===== src/rtl/mc_pkg.sv =====
// Shared definitions for the multicycle MIPS control unit: state encodings,
// opcode constants and datapath select encodings.
package mc_pkg;

    typedef enum logic [3:0] {
        ST_FETCH     = 4'd0,
        ST_DECODE    = 4'd1,
        ST_MEM_ADDR  = 4'd2,
        ST_MEM_READ  = 4'd3,
        ST_MEM_WB    = 4'd4,
        ST_MEM_WRITE = 4'd5,
        ST_EXECUTE   = 4'd6,
        ST_R_WB      = 4'd7,
        ST_BRANCH    = 4'd8,
        ST_JUMP      = 4'd9,
        ST_ADDI_EX   = 4'd10,
        ST_ADDI_WB   = 4'd11,
        ST_FAULT     = 4'd15
    } mc_state_e;

    localparam logic [5:0] OP_RTYPE = 6'b000000;
    localparam logic [5:0] OP_J     = 6'b000010;
    localparam logic [5:0] OP_BEQ   = 6'b000100;
    localparam logic [5:0] OP_BNE   = 6'b000101;
    localparam logic [5:0] OP_ADDI  = 6'b001000;
    localparam logic [5:0] OP_LW    = 6'b100011;
    localparam logic [5:0] OP_SW    = 6'b101011;

    localparam logic [2:0] ULA_ADD   = 3'b000;
    localparam logic [2:0] ULA_SUB   = 3'b001;
    localparam logic [2:0] ULA_FUNCT = 3'b010;

    localparam logic [1:0] SRCB_REG      = 2'b00;
    localparam logic [1:0] SRCB_FOUR     = 2'b01;
    localparam logic [1:0] SRCB_SEXT     = 2'b10;
    localparam logic [1:0] SRCB_SEXT_SH2 = 2'b11;

    localparam logic [1:0] PCSRC_ULA    = 2'b00;
    localparam logic [1:0] PCSRC_ALUOUT = 2'b01;
    localparam logic [1:0] PCSRC_JUMP   = 2'b10;

    localparam logic [1:0] BR_NONE = 2'b00;
    localparam logic [1:0] BR_BEQ  = 2'b01;
    localparam logic [1:0] BR_BNE  = 2'b10;

    // Width of the watchdog stall timer; holds MEM_TIMEOUT up to 255.
    localparam int WD_W = 8;

    // States that wait on mem_ready and are therefore covered by the watchdog.
    function automatic logic is_mem_state(input mc_state_e s);
        return (s == ST_FETCH) || (s == ST_MEM_READ) || (s == ST_MEM_WRITE);
    endfunction

endpackage


===== src/rtl/mc_watchdog.sv =====
// Memory-access watchdog: down-counts consecutive stall cycles in a memory
// state and flags a timeout on the stall that would reach MEM_TIMEOUT.
module mc_watchdog
    import mc_pkg::*;
#(
    parameter int MEM_TIMEOUT = 15
) (
    input  logic clock,
    input  logic reset,
    input  logic active,
    input  logic mem_ready,
    output logic timeout
);

    localparam logic [WD_W-1:0] LOAD = WD_W'(MEM_TIMEOUT);

    logic [WD_W-1:0] remaining;
    logic            stall;

    assign stall = active & ~mem_ready;

    // Reload whenever the access completes or we are outside a memory state,
    // so every fresh memory state starts with the full budget.
    always_ff @(posedge clock or negedge reset) begin
        if (!reset)
            remaining <= LOAD;
        else if (stall)
            remaining <= remaining - WD_W'(1);
        else
            remaining <= LOAD;
    end

    // Only a non-ready cycle can time out, so mem_ready on the limit cycle wins.
    assign timeout = stall & (remaining == WD_W'(1));

endmodule


===== src/rtl/multicycle_control.sv =====
// Multicycle control FSM for the MIPS datapath: sequences FETCH..WRITEBACK,
// drives all datapath selects/enables, counts retired instructions and traps
// hung memory accesses into FAULT via mc_watchdog.
// Optional feature: define MC_JUMP_EN to support the j instruction (JUMP state);
// without it opcode 000010 is treated as illegal and leads to FAULT.
//
// state     | meaning
// ----------+---------------------------------------------------------------
// FETCH     | read instruction at PC, latch IR and PC+4 when mem_ready
// DECODE    | compute branch target into ALUOut, dispatch on opcode
// MEM_ADDR  | compute lw/sw effective address
// MEM_READ  | lw data read, wait for mem_ready
// MEM_WB    | write loaded data to rt
// MEM_WRITE | sw data write, wait for mem_ready
// EXECUTE   | R-type ALU operation (funct-controlled)
// R_WB      | write ALU result to rd
// BRANCH    | compare operands, branch selector loads PC from ALUOut
// JUMP      | load PC from jump target (MC_JUMP_EN only)
// ADDI_EX   | add sign-extended immediate
// ADDI_WB   | write ALU result to rt
// FAULT     | illegal opcode or memory timeout; held until reset
module multicycle_control
    import mc_pkg::*;
#(
    parameter int CNT_W       = 32,
    parameter int MEM_TIMEOUT = 15
) (
    input  logic             clock,
    input  logic             reset,
    input  logic [5:0]       opcode,
    input  logic             zero,
    input  logic             mem_ready,
    output logic             PCWrite,
    output logic [1:0]       BranchOp,
    output logic             IorD,
    output logic             MemRead,
    output logic             MemWrite,
    output logic             IRWrite,
    output logic             RegDst,
    output logic             MemtoReg,
    output logic             RegWrite,
    output logic             ALUSrcA,
    output logic [1:0]       ALUSrcB,
    output logic [2:0]       ula_operation,
    output logic [1:0]       PCSource,
    output logic [3:0]       state,
    output logic             fault,
    output logic [CNT_W-1:0] instr_retired
);

    mc_state_e state_q;
    mc_state_e state_d;
    logic      timeout;

    // The branch decision itself (zero combined with BranchOp) lives in the
    // external branch selector; the flag is not needed to sequence states.
    logic unused_zero;
    assign unused_zero = zero;

    mc_watchdog #(
        .MEM_TIMEOUT(MEM_TIMEOUT)
    ) u_watchdog (
        .clock    (clock),
        .reset    (reset),
        .active   (is_mem_state(state_q)),
        .mem_ready(mem_ready),
        .timeout  (timeout)
    );

    // State register.
    always_ff @(posedge clock or negedge reset) begin
        if (!reset)
            state_q <= ST_FETCH;
        else
            state_q <= state_d;
    end

    // Next-state logic; timeout can only fire on a non-ready cycle.
    always_comb begin
        state_d = state_q;
        case (state_q)
            ST_FETCH: begin
                if (timeout)        state_d = ST_FAULT;
                else if (mem_ready) state_d = ST_DECODE;
            end
            ST_DECODE: begin
                case (opcode)
                    OP_LW, OP_SW:   state_d = ST_MEM_ADDR;
                    OP_RTYPE:       state_d = ST_EXECUTE;
                    OP_BEQ, OP_BNE: state_d = ST_BRANCH;
                    OP_ADDI:        state_d = ST_ADDI_EX;
`ifdef MC_JUMP_EN
                    OP_J:           state_d = ST_JUMP;
`else
                    OP_J:           state_d = ST_FAULT;
`endif
                    default:        state_d = ST_FAULT;
                endcase
            end
            ST_MEM_ADDR:
                state_d = (opcode == OP_SW) ? ST_MEM_WRITE : ST_MEM_READ;
            ST_MEM_READ: begin
                if (timeout)        state_d = ST_FAULT;
                else if (mem_ready) state_d = ST_MEM_WB;
            end
            ST_MEM_WRITE: begin
                if (timeout)        state_d = ST_FAULT;
                else if (mem_ready) state_d = ST_FETCH;
            end
            ST_MEM_WB:   state_d = ST_FETCH;
            ST_EXECUTE:  state_d = ST_R_WB;
            ST_R_WB:     state_d = ST_FETCH;
            ST_BRANCH:   state_d = ST_FETCH;
`ifdef MC_JUMP_EN
            ST_JUMP:     state_d = ST_FETCH;
`endif
            ST_ADDI_EX:  state_d = ST_ADDI_WB;
            ST_ADDI_WB:  state_d = ST_FETCH;
            ST_FAULT:    state_d = ST_FAULT;
            default:     state_d = ST_FAULT;
        endcase
    end

    // Output decode from the current state; everything is forced low while
    // reset is held so an asynchronous reset never leaves a strobe asserted.
    always_comb begin
        PCWrite       = 1'b0;
        BranchOp      = BR_NONE;
        IorD          = 1'b0;
        MemRead       = 1'b0;
        MemWrite      = 1'b0;
        IRWrite       = 1'b0;
        RegDst        = 1'b0;
        MemtoReg      = 1'b0;
        RegWrite      = 1'b0;
        ALUSrcA       = 1'b0;
        ALUSrcB       = SRCB_REG;
        ula_operation = ULA_ADD;
        PCSource      = PCSRC_ULA;
        fault         = 1'b0;
        if (reset) begin
            case (state_q)
                ST_FETCH: begin
                    MemRead  = 1'b1;
                    ALUSrcB  = SRCB_FOUR;
                    IRWrite  = mem_ready;
                    PCWrite  = mem_ready;
                end
                ST_DECODE: begin
                    ALUSrcB = SRCB_SEXT_SH2;
                end
                ST_MEM_ADDR, ST_ADDI_EX: begin
                    ALUSrcA = 1'b1;
                    ALUSrcB = SRCB_SEXT;
                end
                ST_MEM_READ: begin
                    MemRead = 1'b1;
                    IorD    = 1'b1;
                end
                ST_MEM_WB: begin
                    MemtoReg = 1'b1;
                    RegWrite = 1'b1;
                end
                ST_MEM_WRITE: begin
                    MemWrite = 1'b1;
                    IorD     = 1'b1;
                end
                ST_EXECUTE: begin
                    ALUSrcA       = 1'b1;
                    ula_operation = ULA_FUNCT;
                end
                ST_R_WB: begin
                    RegDst   = 1'b1;
                    RegWrite = 1'b1;
                end
                ST_BRANCH: begin
                    ALUSrcA       = 1'b1;
                    ula_operation = ULA_SUB;
                    PCSource      = PCSRC_ALUOUT;
                    BranchOp      = (opcode == OP_BNE) ? BR_BNE : BR_BEQ;
                end
                // Unreachable unless jump support is built in.
                ST_JUMP: begin
                    PCSource = PCSRC_JUMP;
                    PCWrite  = 1'b1;
                end
                ST_ADDI_WB: begin
                    RegWrite = 1'b1;
                end
                ST_FAULT: begin
                    fault = 1'b1;
                end
                default: begin
                    fault = 1'b0;
                end
            endcase
        end
    end

    // Retire count: any return to FETCH from another state completes an
    // instruction (FAULT never returns, FETCH stalls do not count).
    always_ff @(posedge clock or negedge reset) begin
        if (!reset)
            instr_retired <= '0;
        else if ((state_q != ST_FETCH) && (state_d == ST_FETCH))
            instr_retired <= instr_retired + {{(CNT_W-1){1'b0}}, 1'b1};
    end

    assign state = state_q;

endmodule


===== config.mk =====
export PLATFORM = sky130hd
export DESIGN_NAME = multicycle_control
export DESIGN_NICKNAME = d
export VERILOG_FILES = /design/src/rtl/mc_pkg.sv /design/src/rtl/mc_watchdog.sv /design/src/rtl/multicycle_control.sv
export SDC_FILE = /design/constraint.sdc
export NUM_CORES = 1
export LEC_CHECK = 0
export ABC_AREA = 1
export BUFFER_PORTS_ARGS = -buffer_cell sky130_fd_sc_hd__clkbuf_2
export CAP_MARGIN = 5
export CORE_UTILIZATION = 25
export CTS_CLUSTER_SIZE = 12
export DETAILED_ROUTE_END_ITERATION = 8
export MAX_ROUTING_LAYER = met4
export PLACE_DENSITY_LB_ADDON = 0.2
export SLEW_MARGIN = 20
export SYNTH_ARGS = -nofsm -noshare
export SYNTH_HDL_FRONTEND = slang
export SYNTH_HIERARCHICAL = 1
export SYNTH_SLANG_ARGS = --single-unit

===== constraint.sdc =====
create_clock -name clock -period 5.1 [get_ports clock]
set_input_delay 0.51 -clock clock [delete_from_list [all_inputs] [get_ports clock]]
set_output_delay 0.51 -clock clock [all_outputs]
set_load 0.05 [all_outputs]

* Word-level counts from Yosys, hierarchy flattened
Index checks and enable logic that the tools add are counted.
** Storage, ports and cells
- Register bits :: 44
- Bits in latches :: 0
- Memory bits (writable) :: 0
- Memory bits (read-only) :: 0
- Input bits :: 10
- Logic and storage cells :: 80
- Memories :: 0
** Operators by class
- Add/subtract/negate cells :: 2
- Multipliers :: 0
- Div/mod/pow operators :: 0
- $lt $le $gt $ge :: 0
- Equal/unequal tests :: 18
- Shifts and indexed selects :: 0
- Muxes and demuxes :: 39
- Bitwise gates (word level) :: 3
- Reduce and logical (&&, ||, !) cells :: 15
** Operators with widths (count)
- adder 32 x 1 -> 32 bit, second input constant :: 1
- case mux 4 bit (8 select lines) :: 1
- 2-to-1 mux 4 bit :: 6
- == test 4 bit, second input constant :: 5
- 2-to-1 mux 1 bit :: 19
- == test 4 x 3 -> 1 bit, second input constant :: 4
- case mux 4 bit (4 select lines) :: 1
- == test 6 x 3 -> 1 bit, second input constant :: 2
- == test 6 bit, second input constant :: 2
- 2-to-1 mux 2 bit :: 6
- OR reduction 2 bit :: 5
- == test 4 x 2 -> 1 bit, second input constant :: 2
- == test 8 x 1 -> 1 bit, second input constant :: 1
- logical NOT 4 bit :: 2
- 2-to-1 mux 8 bit :: 1
- case mux 2 bit (2 select lines) :: 2
- OR reduction 4 bit :: 2
- subtractor 8 x 1 -> 8 bit, second input constant :: 1
- == test 6 x 4 -> 1 bit, second input constant :: 1
- logical NOT 6 bit :: 1
- case mux 2 bit (3 select lines) :: 1
- == test 4 x 1 -> 1 bit, second input constant :: 1
- nonzero test 4 bit :: 1
- 2-to-1 mux 3 bit :: 1
- other kinds (6) :: 8

* Depth between registers and ports, before layout
- Depth after elaboration :: 9
- Depth in mapped cells :: 17
- Mapped depth without buffers :: 16

* By module
Netlist, hierarchy kept.
** By module, submodules not included
- multicycle_control :: instances 1, cells an instance 426, area each 2693.8 um^2, seq. area each 900.9 um^2
- mc_watchdog :: instances 1, cells an instance 54, area each 459.2 um^2, seq. area each 205.2 um^2

* Least setup slack after synthesis
No wires, ideal clock.
- Path type :: flip-flop to output port
- Start point :: reg state_q[2] (netlist: state[2])
- End point :: out ula_operation[1]
- Arrival time :: 2065 ps
- Data required time :: 4590 ps
- Setup slack :: 2525 ps
- Stages on the path, launching flop included :: 5
- Buffers on the path :: 0
- Path through :: dfrtp_1 -> inv_1 -> nor2_1 -> inv_1 -> nor3_1
** Between the ends
- Longest elaborated chain between the ends :: 3
- Elaborated cells on any way between the ends :: 4
- Those cells by class :: 2 x eq/ne; 2 x mux
** RTL lines
- start: declaration :: line multicycle_control.sv:51 : mc_state_e state_q;
- start signal: assignment :: line multicycle_control.sv:75 : state_q <= state_d;
- == test 4 bit / == test 4 x 3 -> 1 bit (equally long branches) :: line multicycle_control.sv:142 : case (state_q)
- case mux 2 bit (2 select lines) * :: line multicycle_control.sv:142
- 2-to-1 mux 2 bit * :: line multicycle_control.sv:141 : if (reset) begin
- end: declaration :: line multicycle_control.sv:44 : output logic [2:0] ula_operation,
Every way passes the cells marked *; elsewhere a longest branch is shown, timed or not.

* Final worst setup path
- Start point :: reg state_q[0] (netlist: state[0])
- End point :: reg instr_retired[20]
** Between the ends
- Longest elaborated chain between the ends :: 9
- Elaborated cells on any way between the ends :: 26
- Those cells by class :: 10 x eq/ne; 7 x mux; 2 x bitwise; 7 x reduce/logical
** RTL lines
- == test 4 x 2 -> 1 bit / logical NOT 4 bit (equally long branches) :: line mc_pkg.sv:51 : return (s == ST_FETCH) || (s == ST_MEM_READ) || (s == ST_MEM_WRITE);
- logical OR 1 bit :: line mc_pkg.sv:51
- logical OR 1 bit * :: line mc_pkg.sv:51
- bitwise AND 1 bit * :: line mc_watchdog.sv:20 : assign stall = active & ~mem_ready;
- bitwise AND 1 bit * :: line mc_watchdog.sv:34 : assign timeout = stall & (remaining == WD_W'(1));
- via timeout :: line multicycle_control.sv:53 : logic timeout;
- 2-to-1 mux 4 bit, on equally long branches :: line multicycle_control.sv:107, multicycle_control.sv:83, multicycle_control.sv:103
- case mux 4 bit (8 select lines) * :: line multicycle_control.sv:81 : case (state_q)
- via state_d[2] :: line multicycle_control.sv:52 : mc_state_e state_d;
- logical NOT 4 bit * :: line multicycle_control.sv:205 : else if ((state_q != ST_FETCH) && (state_d == ST_FETCH))
- logical AND 1 bit * :: line multicycle_control.sv:205
- end signal: assignment :: line multicycle_control.sv:206 : instr_retired <= instr_retired + {{(CNT_W-1){1'b0}}, 1'b1};
- end: declaration :: line multicycle_control.sv:48 : output logic [CNT_W-1:0] instr_retired
The timed path passes the listed nets; every way through them passes the cells marked *.
A chain may end at the register's enable or synchronous reset.

==> metrics.csv <==
stage;metric;value;unit
status;status;completed;
synthesis;yosysWarnings;6;
worst_setup_path;crit_path_top_delay_cell;nand2_2;
synthesis;ys_async_sr_fraction;1.000;
power;switching_share;0.2116;
clock_network;clockBufferDepth;2;
synthesis;synth_area;0.003153;sq mm
place;io_buffers;62;
synthesis;yosysUniqueCellTypes;28;
sta;fmax;309.5;MHz
clock_network;clk_pin_slew;70;ps
layout;fin_nets;552;
power;p_leak;0.001888;uW
clock_network;htree_levels;2;
route;vias;3177;
clock_network;clock_sinks;44;
floorplan;start_util;0.2593;
synthesis;syn_nets;493;
power;p_int;584.8;uW
grt;grt_max_degree;41;
worst_setup_path;worst_setup_path_end_kind;flop;
worst_setup_path;crit_chain;nand2_1 > inv_2 > nand2_1 > nand3_2 > nand2_1 > nor2_1 > a21oi_1 > nand2_1 > nand2_1 > nand2_1 > nor2_2 > nand2_2 > nor2_4 > nand2_2 > nand2_1 > nand2_1;
layout;drive_above_1_share;0.1889;
route;vias_per_cell;4.481;
sta;fin_crit;3231;ps
power;pwr-share-clk;0.497;
sta;hold_viol;0;
floorplan;chipHeight;114.3;um
place;placed_cells;700;
sta;tightest_slew;793.8;ps
worst_setup_path;crit_path_start_kind;flop;
synthesis;yosysTopAreaCell;dfrtp_1;
grt;grt_pass1_vias;3113;
synthesis;dominantRegCellSynth;dfrtp_1;
route;wl_per_cell;12.44;um
worst_setup_path;crit_family;simple AND/OR/NAND/NOR gates;
synthesis;synth_edf_count;0;
sta;setup_viol;0;
layout;utilization;0.3113;
clock_network;cts_hold_buf;0;
layout;area_growth_syn_to_layout;20.08;%
power;vdd_drop_max;0.1215;mV
hold_path;hold_path_class;in2async;
clock_network;insertion_delay;290;ps
route;drt_iter0_markers;141;
layout;fin_cells;709;
worst_setup_path;crit_fanout;33;
synthesis;ys_seq_area_frac;0.3508;
worst_setup_path;required;5270;ps
clock_network;ctsRootBufferMaster;clkbuf_16;
clock_network;cts_tree;built;
sta;finClkSkew;6.700;ps
grt;antenna_found_initial;1;
synthesis;ys_top_cells_by_area;dfrtp_1 32%, nand2_1 20%, nand3_1 7.9%;
floorplan;fp-row-count;40;
floorplan;core;0.01216;sq mm
power;p_comb_frac;0.032;
synthesis;avgSynthCellArea;6.569;sq um
worst_setup_path;path_class;reg2reg;
floorplan;pin_count;65;
clock_network;cts_setup_buffers;0;
synthesis;synth_top_area_frac;0.3175;
power;netSwitchingPower;156.9;uW
route;drtAntennaViolNets;0;
route;routed_wl;8.817;mm
layout;n_fill_cell;1376;
synthesis;syn_inst;480;
grt;overflow;0;
power;power;741.7;uW
clock_network;cts_buffers;5;
clock_network;cts_resized;0;
route;drc;0;
route;first_pass_iters;5;
grt;grt_pass1_wl;14.88;mm
grt;grt_usage;0.1461;
worst_setup_path;path_buf_inv;1;
worst_setup_path;crit_path_frequent_cell;nand2_1;
sta;max_slew_margin;0.4695;
synthesis;synth_seq_cells;44;
worst_setup_path;crit_arrival;3400;ps
floorplan;dieWidth;114.3;um
floorplan;die_area;0.01307;sq mm
run;maxCapViolCount;0;
sta;slew_violations;0;
sta;min_period_over_period;0.6335;
worst_setup_path;r2r_setup_slack;1870;ps
place;place.gp.congestion;0.8558;
worst_setup_path;cpPeakStageDelay;610;ps
place;post-dp-hpwl;6.631;mm
power;power_frac_seq;0.471;
power;p_per_area;195.9;mW/mm^2
sta;setup_tns;0;ps
sta;rsz0062_at_grt;no;
==> power groups by stage <==
stage	clock network [uW]	registers (uW)	logic [uW]
3_5_place_dp	0	356	24.5
5_1_grt	396	349	27.4
3_3_place_gp	0	356	23.7
6_report	369	349	23.7
2_1_floorplan	0	356	10.2
4_1_cts	385	349	24.6
==> placed cells by master, fill, tap and decap left out, types with 12 or more instances in the layout <==
cell and count:
a21oi_1 12, clkbuf_2 62, dfrtp_1 40, inv_1 40, nand2_1 169, nand3_1 50
nor2_1 62, nor3_1 15, xor2_1 15
==> logic make-up (layout without fill, tap and decap cells) <==
kind of cell / Yosys count / after routing / synth area share
AND/OR/NAND/NOR: 330 / 330 / 0.4611
XOR/XNOR: 23 / 23 / 0.06389
flip-flops: 44 / 44 / 0.3508
adder cells (fa/ha/maj): 3 / 3 / 0.01191
buffers and inverters: 60 / 120 / 0.07897
AO/OA/AOI/OAI: 19 / 19 / 0.03214
other: 1 / 2 / 0.001189
==> per-stage QoR <==
step                setup WS [ps]  hold WS, ps  area [sq um]
CTS                          1847        77.49          3784
detailed placement           1865        393.1          3616
floorplan                    2525        214.4          3153
global route                 1494        85.00          3786
finish                       1869        79.09          3786
global placement             1916        394.0          3616
==> Yosys cell counts, types with 7 or more instances <==
library cell  count
nand3b_1          8
nor2_2            7
nor3_1           15
nor2_1           62
xor2_1           15
nand4_1           9
xnor2_1           8
inv_2             9
nand2_1         169
buf_2             7
dfrtp_1          40
a21oi_1          12
nand3_1          50
inv_1            40
==> worst paths after layout <==
path	from	cells after the start	endpoint
worst max register to register	state[0]	16	instr_retired[20]
min in group clock	u_watchdog/remaining[0]	1	u_watchdog/remaining[0]
worst min register to register	u_watchdog/remaining[0]	1	u_watchdog/remaining[0]
worst min-delay path	reset	1	u_watchdog/remaining[5]
worst max-delay path	state[0]	16	instr_retired[20]
max in group asynchronous	reset	2	state[2]
==> metal layers <==
metal / vias to the layer above / part of all wire / wire length, um / GRT usage
met5: - / 0 / 0 / -
met4: 0 / 0.016 / 141 / 0.04242
met3: 11 / 0.038 / 339 / 0.02276
met2: 73 / 0.45 / 3964 / 0.2287
met1: 1463 / 0.50 / 4373 / 0.1949
li1: 1630 / - / - / -
==> flip-flops by register name (all words and copies together), names as in the netlist <==
name                  cells
u_watchdog/remaining      8
state                     4
instr_retired            32
==> cell type report <==
type,count,area (sq um),area share
clock buffer,5,125.1,0.03305
clock inverter,3,42.54,0.01124
antenna,1,2.502,0.0006609
tap,168,210.2,0.05552
multi-input combinational,376,1798,0.4749
timing repair buffer,63,317.8,0.08394
sequential,44,1106,0.2921
inverter,49,183.9,0.04858
Power figures use the tool's default switching activity.
